$ cat config.mk
export PLATFORM = sky130hd
export DESIGN_NAME = sra_pipe_unit
export DESIGN_NICKNAME = d
export VERILOG_FILES = /design/src/rtl/sra_pkg.sv /design/src/rtl/sra_abs_sort.sv /design/src/rtl/sra_pipe_unit.sv
export SDC_FILE = /design/constraint.sdc
export NUM_CORES = 1
export LEC_CHECK = 0
export CAP_MARGIN = 20
export CORE_MARGIN = 1
export CORE_UTILIZATION = 53
export DETAILED_ROUTE_END_ITERATION = 6
export GPL_ROUTABILITY_DRIVEN = 0
export GPL_TIMING_DRIVEN = 1
export PLACE_DENSITY_LB_ADDON = 0.1
export SETUP_SLACK_MARGIN = 0.1
export SLEW_MARGIN = 20
export SYNTH_ARGS = -nofsm -noshare
export SYNTH_HDL_FRONTEND = slang
export SYNTH_HIERARCHICAL = 1
export SYNTH_SLANG_ARGS = --single-unit
$ cat constraint.sdc
create_clock -name clk -period 3.7 [get_ports clk]
set_input_delay 0.74 -clock clk [delete_from_list [all_inputs] [get_ports clk]]
set_output_delay 0.74 -clock clk [all_outputs]
set_load 0.02 [all_outputs]
$ cat src/rtl/sra_pkg.sv
// -----------------------------------------------------------------------------
// sra_pkg
// Shared constants and stage record types for the pipelined square-root
// approximation (SRA) magnitude unit:
//   |(a,b)| ~= max(x - x/8 + y/2, x),  x = max(|a|,|b|), y = min(|a|,|b|)
//
// Contents
//   SRA_SHIFT_X / SRA_SHIFT_Y : shift amounts for the x/8 and y/2 terms
//   SRA_WIDTH / SRA_TAG_W     : default operand and tag widths
//   sra_s1_t {x,y,tag}        : stage-1 record (sorted magnitudes)
//   sra_s2_t {x,p,q,tag}      : stage-2 record (scaled terms, x kept for the max)
//   sra_s3_t {mag,tag}        : stage-3 record (final estimate)
//   sra_round_shr()           : round-half-up right shift helper
//
// The record types are sized from the default widths. sra_pipe_unit builds
// the same three records locally from its own WIDTH/TAG_W parameters so that
// non-default widths remain fully supported.
// -----------------------------------------------------------------------------
package sra_pkg;

  localparam int SRA_SHIFT_X = 3;
  localparam int SRA_SHIFT_Y = 1;

  localparam int SRA_WIDTH = 16;
  localparam int SRA_TAG_W = 4;

  typedef struct packed {
    logic [SRA_WIDTH-1:0] x;
    logic [SRA_WIDTH-1:0] y;
    logic [SRA_TAG_W-1:0] tag;
  } sra_s1_t;

  typedef struct packed {
    logic [SRA_WIDTH-1:0] x;
    logic [SRA_WIDTH-1:0] p;
    logic [SRA_WIDTH-1:0] q;
    logic [SRA_TAG_W-1:0] tag;
  } sra_s2_t;

  typedef struct packed {
    logic [SRA_WIDTH:0]   mag;
    logic [SRA_TAG_W-1:0] tag;
  } sra_s3_t;

  // Round-half-up right shift of a 32-bit unsigned value: (v + 2^(s-1)) >> s.
  // The caller keeps v far enough below 2^32 that the bias cannot carry out.
  function automatic logic [31:0] sra_round_shr(input logic [31:0] v, input int s);
    logic [31:0] bias;
    bias = 32'd1 << (s - 1);
    return (v + bias) >> s;
  endfunction

endpackage

$ cat src/rtl/sra_abs_sort.sv
// -----------------------------------------------------------------------------
// sra_abs_sort
// Combinational absolute value of two signed operands followed by a
// max/min sort.
//
// Ports
//   a, b : WIDTH-bit two's complement operands
//   x    : max(|a|,|b|) as WIDTH-bit unsigned
//   y    : min(|a|,|b|) as WIDTH-bit unsigned
//
// |-2^(WIDTH-1)| is 2^(WIDTH-1), which is representable as WIDTH-bit
// unsigned, so the negation never wraps into a wrong magnitude.
// -----------------------------------------------------------------------------
module sra_abs_sort #(
  parameter int WIDTH = 16
) (
  input  logic [WIDTH-1:0] a,
  input  logic [WIDTH-1:0] b,
  output logic [WIDTH-1:0] x,
  output logic [WIDTH-1:0] y
);

  logic [WIDTH-1:0] abs_a;
  logic [WIDTH-1:0] abs_b;

  // Two's complement negation evaluated in unsigned WIDTH bits: the most
  // negative input maps onto 2^(WIDTH-1) rather than back to itself.
  assign abs_a = a[WIDTH-1] ? (~a + WIDTH'(1)) : a;
  assign abs_b = b[WIDTH-1] ? (~b + WIDTH'(1)) : b;

  // Equal magnitudes fall into the first branch and give x == y.
  assign x = (abs_a >= abs_b) ? abs_a : abs_b;
  assign y = (abs_a >= abs_b) ? abs_b : abs_a;

endmodule

$ cat src/rtl/sra_pipe_unit.sv
// -----------------------------------------------------------------------------
// sra_pipe_unit
// Three-stage pipelined SRA magnitude estimator with valid/ready handshakes
// on both sides. Accepts one sample per cycle; latency is 3 cycles without
// stalls. A sideband tag travels with every sample, strictly in order.
//
//   S1: x = max(|a|,|b|), y = min(|a|,|b|)
//   S2: p = x - (x >> 3), q = y >> 1
//   S3: t = p + q (WIDTH+1 bits), mag = (t >= x) ? t : x
//
// Ports
//   clk, rst           : clock (rising edge), asynchronous active-high reset
//   in_valid/in_ready  : input handshake, accept on in_valid && in_ready
//   in_a, in_b         : WIDTH-bit signed operands
//   in_tag             : TAG_W-bit sideband tag
//   out_valid/out_ready: output handshake, release on out_valid && out_ready
//   out_mag            : WIDTH+1-bit unsigned magnitude estimate
//   out_tag            : tag belonging to out_mag
//
// Build option
//   SRA_ROUND_EN : when defined, the two shifts round half-up,
//                  (x+4)>>3 and (y+1)>>1; otherwise they truncate. Latency
//                  and handshake behaviour are identical in both builds.
// -----------------------------------------------------------------------------
module sra_pipe_unit
  import sra_pkg::*;
#(
  parameter int WIDTH = SRA_WIDTH,
  parameter int TAG_W = SRA_TAG_W
) (
  input  logic               clk,
  input  logic               rst,
  input  logic               in_valid,
  output logic               in_ready,
  input  logic [WIDTH-1:0]   in_a,
  input  logic [WIDTH-1:0]   in_b,
  input  logic [TAG_W-1:0]   in_tag,
  output logic               out_valid,
  input  logic               out_ready,
  output logic [WIDTH:0]     out_mag,
  output logic [TAG_W-1:0]   out_tag
);

  localparam int WP1 = WIDTH + 1;

  // Stage records at this instance's widths (same layout as the package types).
  typedef struct packed {
    logic [WIDTH-1:0] x;
    logic [WIDTH-1:0] y;
    logic [TAG_W-1:0] tag;
  } s1_t;

  typedef struct packed {
    logic [WIDTH-1:0] x;
    logic [WIDTH-1:0] p;
    logic [WIDTH-1:0] q;
    logic [TAG_W-1:0] tag;
  } s2_t;

  typedef struct packed {
    logic [WIDTH:0]   mag;
    logic [TAG_W-1:0] tag;
  } s3_t;

  s1_t s1_reg, s1_next;
  s2_t s2_reg, s2_next;
  s3_t s3_reg, s3_next;

  logic v1_reg, v2_reg, v3_reg;
  logic adv1, adv2, adv3;
  logic accept;

  // ---------------------------------------------------------------------------
  // Advance chain. The output stage is released only by out_ready; every
  // earlier stage moves when the stage after it is empty or itself moving,
  // so bubbles collapse and a full pipe shifts by one on accept+release.
  // ---------------------------------------------------------------------------
  assign adv3 = v3_reg && out_ready;
  assign adv2 = v2_reg && (!v3_reg || adv3);
  assign adv1 = v1_reg && (!v2_reg || adv2);

  // Held low for the whole time rst is asserted, not just after the edge.
  assign in_ready = !rst && (!v1_reg || adv1);
  assign accept   = in_valid && in_ready;

  // ---------------------------------------------------------------------------
  // S1: absolute values and sort
  // ---------------------------------------------------------------------------
  logic [WIDTH-1:0] sort_x, sort_y;

  sra_abs_sort #(
    .WIDTH (WIDTH)
  ) u_abs_sort (
    .a (in_a),
    .b (in_b),
    .x (sort_x),
    .y (sort_y)
  );

  always_comb begin
    s1_next     = '0;
    s1_next.x   = sort_x;
    s1_next.y   = sort_y;
    s1_next.tag = in_tag;
  end

  // ---------------------------------------------------------------------------
  // S2: scaled terms. x_term <= x always holds, so p never underflows.
  // ---------------------------------------------------------------------------
  logic [WIDTH-1:0] x_term, y_term;

`ifdef SRA_ROUND_EN
  // One extra bit absorbs the rounding bias; the shifted result is back
  // within WIDTH bits because x, y <= 2^(WIDTH-1).
  logic [WIDTH:0] x_biased, y_biased;

  assign x_biased = {1'b0, s1_reg.x} + WP1'(1 << (SRA_SHIFT_X - 1));
  assign y_biased = {1'b0, s1_reg.y} + WP1'(1 << (SRA_SHIFT_Y - 1));
  assign x_term   = WIDTH'(x_biased >> SRA_SHIFT_X);
  assign y_term   = WIDTH'(y_biased >> SRA_SHIFT_Y);
`else
  assign x_term = s1_reg.x >> SRA_SHIFT_X;
  assign y_term = s1_reg.y >> SRA_SHIFT_Y;
`endif

  always_comb begin
    s2_next     = '0;
    s2_next.x   = s1_reg.x;
    s2_next.p   = s1_reg.x - x_term;
    s2_next.q   = y_term;
    s2_next.tag = s1_reg.tag;
  end

  // ---------------------------------------------------------------------------
  // S3: sum and final max against x. t peaks at 1.375 * 2^(WIDTH-1), so the
  // WIDTH+1-bit sum cannot overflow.
  // ---------------------------------------------------------------------------
  logic [WIDTH:0] t_sum, x_ext;

  assign t_sum = {1'b0, s2_reg.p} + {1'b0, s2_reg.q};
  assign x_ext = {1'b0, s2_reg.x};

  always_comb begin
    s3_next     = '0;
    s3_next.mag = (t_sum >= x_ext) ? t_sum : x_ext;
    s3_next.tag = s2_reg.tag;
  end

  // ---------------------------------------------------------------------------
  // Stage registers and valid chain. Data registers load only when their
  // stage takes a new sample, so a stalled output holds its value.
  // ---------------------------------------------------------------------------
  always_ff @(posedge clk or posedge rst) begin
    if (rst) begin
      v1_reg <= 1'b0;
      v2_reg <= 1'b0;
      v3_reg <= 1'b0;
      s1_reg <= '0;
      s2_reg <= '0;
      s3_reg <= '0;
    end else begin
      if (accept) begin
        s1_reg <= s1_next;
      end
      if (adv1) begin
        s2_reg <= s2_next;
      end
      if (adv2) begin
        s3_reg <= s3_next;
      end
      v1_reg <= accept | (v1_reg & ~adv1);
      v2_reg <= adv1   | (v2_reg & ~adv2);
      v3_reg <= adv2   | (v3_reg & ~adv3);
    end
  end

  assign out_valid = v3_reg;
  assign out_mag   = s3_reg.mag;
  assign out_tag   = s3_reg.tag;

endmodule

# == Word-level counts from Yosys, hierarchy flattened ==
# Cells that the tools add are included.
# word_totals
register_bits,111
elab_cells,46
out_inout_bits,23
mem_count,0
ram_bits,0
mem_bits_ro,0
in_bits,40
latch_bits,0
# op_classes
n_eq_ne,0
n_reduce_logical,12
div,0
order_cmp,2
muxes,5
addsub,4
multipliers,0
bitwise,11
n_shift,0
# ops
op,count
$mux W16,4
$add A16 B1 Y16 const B,2
$not A16 Y16,2
$add A16 B15 Y17,1
$ge A17 B16 Y1,1
$mux W17,1
$ge A16 B16 Y1,1
$sub A16 B13 Y16,1
$logic_and A1 B1 Y1,5
$logic_not A1 Y1,4
$and A1 B1 Y1,3
$logic_or A1 B1 Y1,3
$not A1 Y1,3
$or A1 B1 Y1,3

# == Depth between registers and ports, before layout ==
# logic_depth
depth_word,9
ltp_mapped,17
mapped_depth_nobuf,16

# == Hierarchy ==
# Netlist, hierarchy kept.
# by_module_without_submodules
module,cells_each,instances,area_per_inst_um2
sra_pipe_unit,627,1,6070.8
sra_abs_sort,178,1,1320.0

# == Least setup slack after synthesis ==
# No wires, ideal clock.
# synth_path
path_type,input-to-reg
from,in in_b[10]
to,reg s1_reg[9] (netlist bit)
setup_ns,0.125
setup_slack_ns,-0.130
required_time_ns,3.575
n_path_buf,1
t_arrival_ns,3.705
cell_stages,11
cell_sequence,or4_4 or3_1 or4_4 ha_1 nand4_1 a211oi_1 a2111oi_0 o21ai_1 buf_2 mux2i_1 mux2_2
# synth_between
elab_chain_cells,5
# synth_rtl
item,line_no,text
from (decl),sra_pipe_unit.sv:36,"input logic [WIDTH-1:0] in_b,"
$not A16 Y16,sra_abs_sort.sv:29,assign abs_b = b[WIDTH-1] ? (~b + WIDTH'(1)) : b;
$add A16 B1 Y16,sra_abs_sort.sv:29,
$mux W16 *,sra_abs_sort.sv:29,
$ge A16 B16 Y1 *,sra_abs_sort.sv:33,assign y = (abs_a >= abs_b) ? abs_b : abs_a;
$mux W16 *,sra_abs_sort.sv:33,
named net sort_y[5],sra_pipe_unit.sv:89,"logic [WIDTH-1:0] sort_x, sort_y;"
to (signal assigned),sra_pipe_unit.sv:163,s1_reg <= s1_next;
to (decl),sra_pipe_unit.sv:65,"s1_t s1_reg, s1_next;"
# The timed path passes the listed nets; every way through them passes the cells marked *.
# A chain may end at the register's enable or synchronous reset.

# == Worst setup path in the final report ==
# layout_path
from,reg s2_reg[4] (netlist bit)
to,reg s3_reg (netlist bit out_mag[5])
# layout_between
elab_chain_cells,3
# layout_rtl
item,line_no,text
from (decl),sra_pipe_unit.sv:66,"s2_t s2_reg, s2_next;"
from (signal assigned),sra_pipe_unit.sv:166,s2_reg <= s2_next;
$add A16 B15 Y17 *,sra_pipe_unit.sv:140,"assign t_sum = {1'b0, s2_reg.p} + {1'b0, s2_reg.q};"
$ge A17 B16 Y1,sra_pipe_unit.sv:145,s3_next.mag = (t_sum >= x_ext) ? t_sum : x_ext;
$mux W17 *,sra_pipe_unit.sv:145,
to (signal assigned),sra_pipe_unit.sv:169,s3_reg <= s3_next;
to (decl),sra_pipe_unit.sv:67,"s3_t s3_reg, s3_next;"
# Mark *: on every way between the ends. The rest lies on a longest branch, timed or not.

==> impl_results.md <==
* Hold WC Path Type: flop to flop
* Area grow syn2layout at 41.3%
* Syn Inst Count at 804
* Initial antenna violation count at 0
* Worst Max-Slew Pin Slew at 0.944 ns
* Setup_tns at -8.14 ns
* Die Y at 120 um
* CTS Root Cell: clkbuf_16
* Design Area, Final at 10400 sq um
* Worst rel slew slack at 36.9%
* RSZ-0062 raised after global routing: true
* Tmin final at 3.94 ns
* Synth warn at 6
* Fillcell total at 864
* Syn Nets at 908
* FF/Latch Area at 2750 sq um
* Int Power at 0.00546 W
* Max incr delay on CP at 0.40 ns
* DRT antenna net count at 0
* Static Leak at 5.08 nW
* DRC errors left at 0
* Nets at 1135
* Switching power at 0.00403 W
* CP Max Fanout at 5
* Hold buffers post-CTS at 0
* Hold WS at 0.475 ns
* Tot Pwr at 0.00949 W
* Final Hold Violating Endpoints at 0
* Clock Sinks at 110
* H-tree levels at 3
* Initial Util at 55.1%
* Delay-heaviest family, CP: compound AO/OA/AOI/OAI gates
* Setup crit end kind: flop
* Gate power share at 69.2%
* Placed Area at 9090 sq um
* Critical path class: flop to flop
* Syn Std Cell Area at 7380 sq um
* Max_cap viols at 0
* Io pins at 63
* Final WS setup at -0.241 ns
* Startpoint types: flop
* Clock slew at reported path FFs at 0.08 ns
* CP startpoint: s2_reg[4]$_DFFE_PP0P_
* # diodes at 0
* Max Buffers Root-to-Sink at 2
* Vias per inst at 5.65
* Fmax at 0.254 GHz
* Total track usage at 28.5%
* DPL Wire Length at 13600 um
* Largest net degree at the start of global routing at 47
* Core footprint at 13400 sq um
* Layout cells sized above 1 at 32.1%
* Initial drt markers at 471
* CTS buffer count at 9
* DRT Wirelength at 20900 um
* R2R Path Start: s2_reg[4]$_DFFE_PP0P_
* Post-Place Setup Slack at -0.731 ns
* Worst path arrival time at 4.23 ns
* Die area at 14400 sq um
* Worst hold start: s1_reg[3]$_DFFE_PP0P_
* Max reg flops at 51
* Clk_lat worst skew at 0.36 ns
* Vias in the first global route at 6905
* Setup Skew at 0.00936 ns
* Failing checks: negative setup slack
* Drt wl/cell at 17.3 um
* Setup Viol. Count Final at 47
* Slew Viols, Final at 0
* Grt total ovfl at 0
* Outcome: complete, but fails checks
* Worst-path cell chain: ha_2 -> fa_2 -> a21o_1 -> and4_1 -> o21ai_2 -> o211ai_1 -> a311oi_2 -> xnor2_2 -> ha_4 -> o211ai_1 -> a21oi_2 -> a211oi_4 -> buf_6 -> o31ai_4 -> buf_6 -> nor4_1 -> a211o_1
* Die W at 120 um
* Worst vdd ir at 563 uV
* Row count at 42
* Switching Share at 42.5%
* DRT Pass-1 Iters at 5
* Worst path required time at 3.99 ns
* Multi-input combinational cell area at 4870 sq um
* Post-synthesis area per instance at 9.18 sq um
* CP Buf/Inv Count at 2
* Slowest cell on crit path: dfrtp_1
* First-pass GRT wire length at 32400 um
* Clock power share at 9.8%
* CTS tree: done
* Seq pwr share at 20.9%
* P per Cell Area at 910 nW/um^2
* Buffers on Ports at 62
* Vias at 6844
* Fin crit share at 107%
[cell type report]
class	instances	share of cell area [%]
clock buffer	12	2.36
clock inverter	4	0.312
inverter	60	2.20
multi-input combinational	609	46.7
sequential	110	26.4
tap	176	2.11
timing repair buffer	241	19.9
[cells in the final DEF (no fill, tap or decap), types with 6 or more instances in the layout]
cell / count
clkbuf_2: 6
buf_6: 13
a21oi_1: 30
buf_4: 162
o211ai_1: 9
xnor2_1: 16
nand4_1: 12
mux2_2: 6
nor2b_1: 9
dfrtp_1: 109
nand2_1: 143
clkdlybuf4s50_1: 41
nor3_1: 12
o21ai_0: 41
nand3_1: 12
xor2_1: 25
nand2b_1: 7
a21o_1: 12
mux2i_1: 28
mux2_4: 31
a21oi_2: 11
clkbuf_16: 9
o21ai_1: 11
ha_1: 55
nor2_1: 15
inv_1: 54
a31oi_1: 8
[power by group through the flow]
stage               registers (W)  clock network, W  logic (W)
floorplan                 0.00199                 0    0.00306
global placement          0.00195                 0    0.00462
detailed placement        0.00198                 0    0.00479
CTS                       0.00196          0.000935    0.00594
global route              0.00204          0.000982    0.00709
finish                    0.00199          0.000934    0.00657
[layer usage]
layer | vias up | GRT usage (%) | wire (um)
met4 | 0 | 14.0 | 801
met2 | 223 | 51.6 | 10700
met3 | 57 | 2.71 | 692
li1 | 3278 | - | -
met1 | 3286 | 33.5 | 8740
met5 | - | 0 | 0
[metrics by stage]
| stage | instances | utilization [%] |
|---|---|---|
| floorplan | 804 | - |
| global placement | 1136 | 67.8 |
| detailed placement | 1136 | 67.8 |
| CTS | 1197 | 75.5 |
| global route | 1212 | 77.8 |
| finish | 1212 | 77.8 |
[final timing paths]
kind | endpoint | slack [ns] | cells after the start
setup / recovery | out_mag[5]$_DFFE_PP0P_ | -0.24 | 17
hold / removal | s2_reg[3]$_DFFE_PP0P_ | 0.47 | 2
setup reg to reg | out_mag[5]$_DFFE_PP0P_ | -0.24 | 17
hold reg to reg | s2_reg[3]$_DFFE_PP0P_ | 0.47 | 2
max in group asynchronous | s2_reg[5]$_DFFE_PP0P_ | 2.22 | 3
min in group asynchronous | s2_reg[50]$_DFFE_PP0P_ | 0.78 | 2
[what timing repair did]
action | 4_1_cts | 5_1_grt
buffers inserted | 40 | 15
pin swaps | 44 | 53
resized for setup | 117 | 60
gates cloned | 5 | 0
setup endpoints to repair | 47 | 47
[tightest hold or removal path, delay by kind of cell (launching register included)]
| family | cells | cell delay [ns] |
|---|---|---|
| flops | 1 | 0.35 |
| simple gates | 2 | 0.10 |
(Power assumes the default switching activity.)
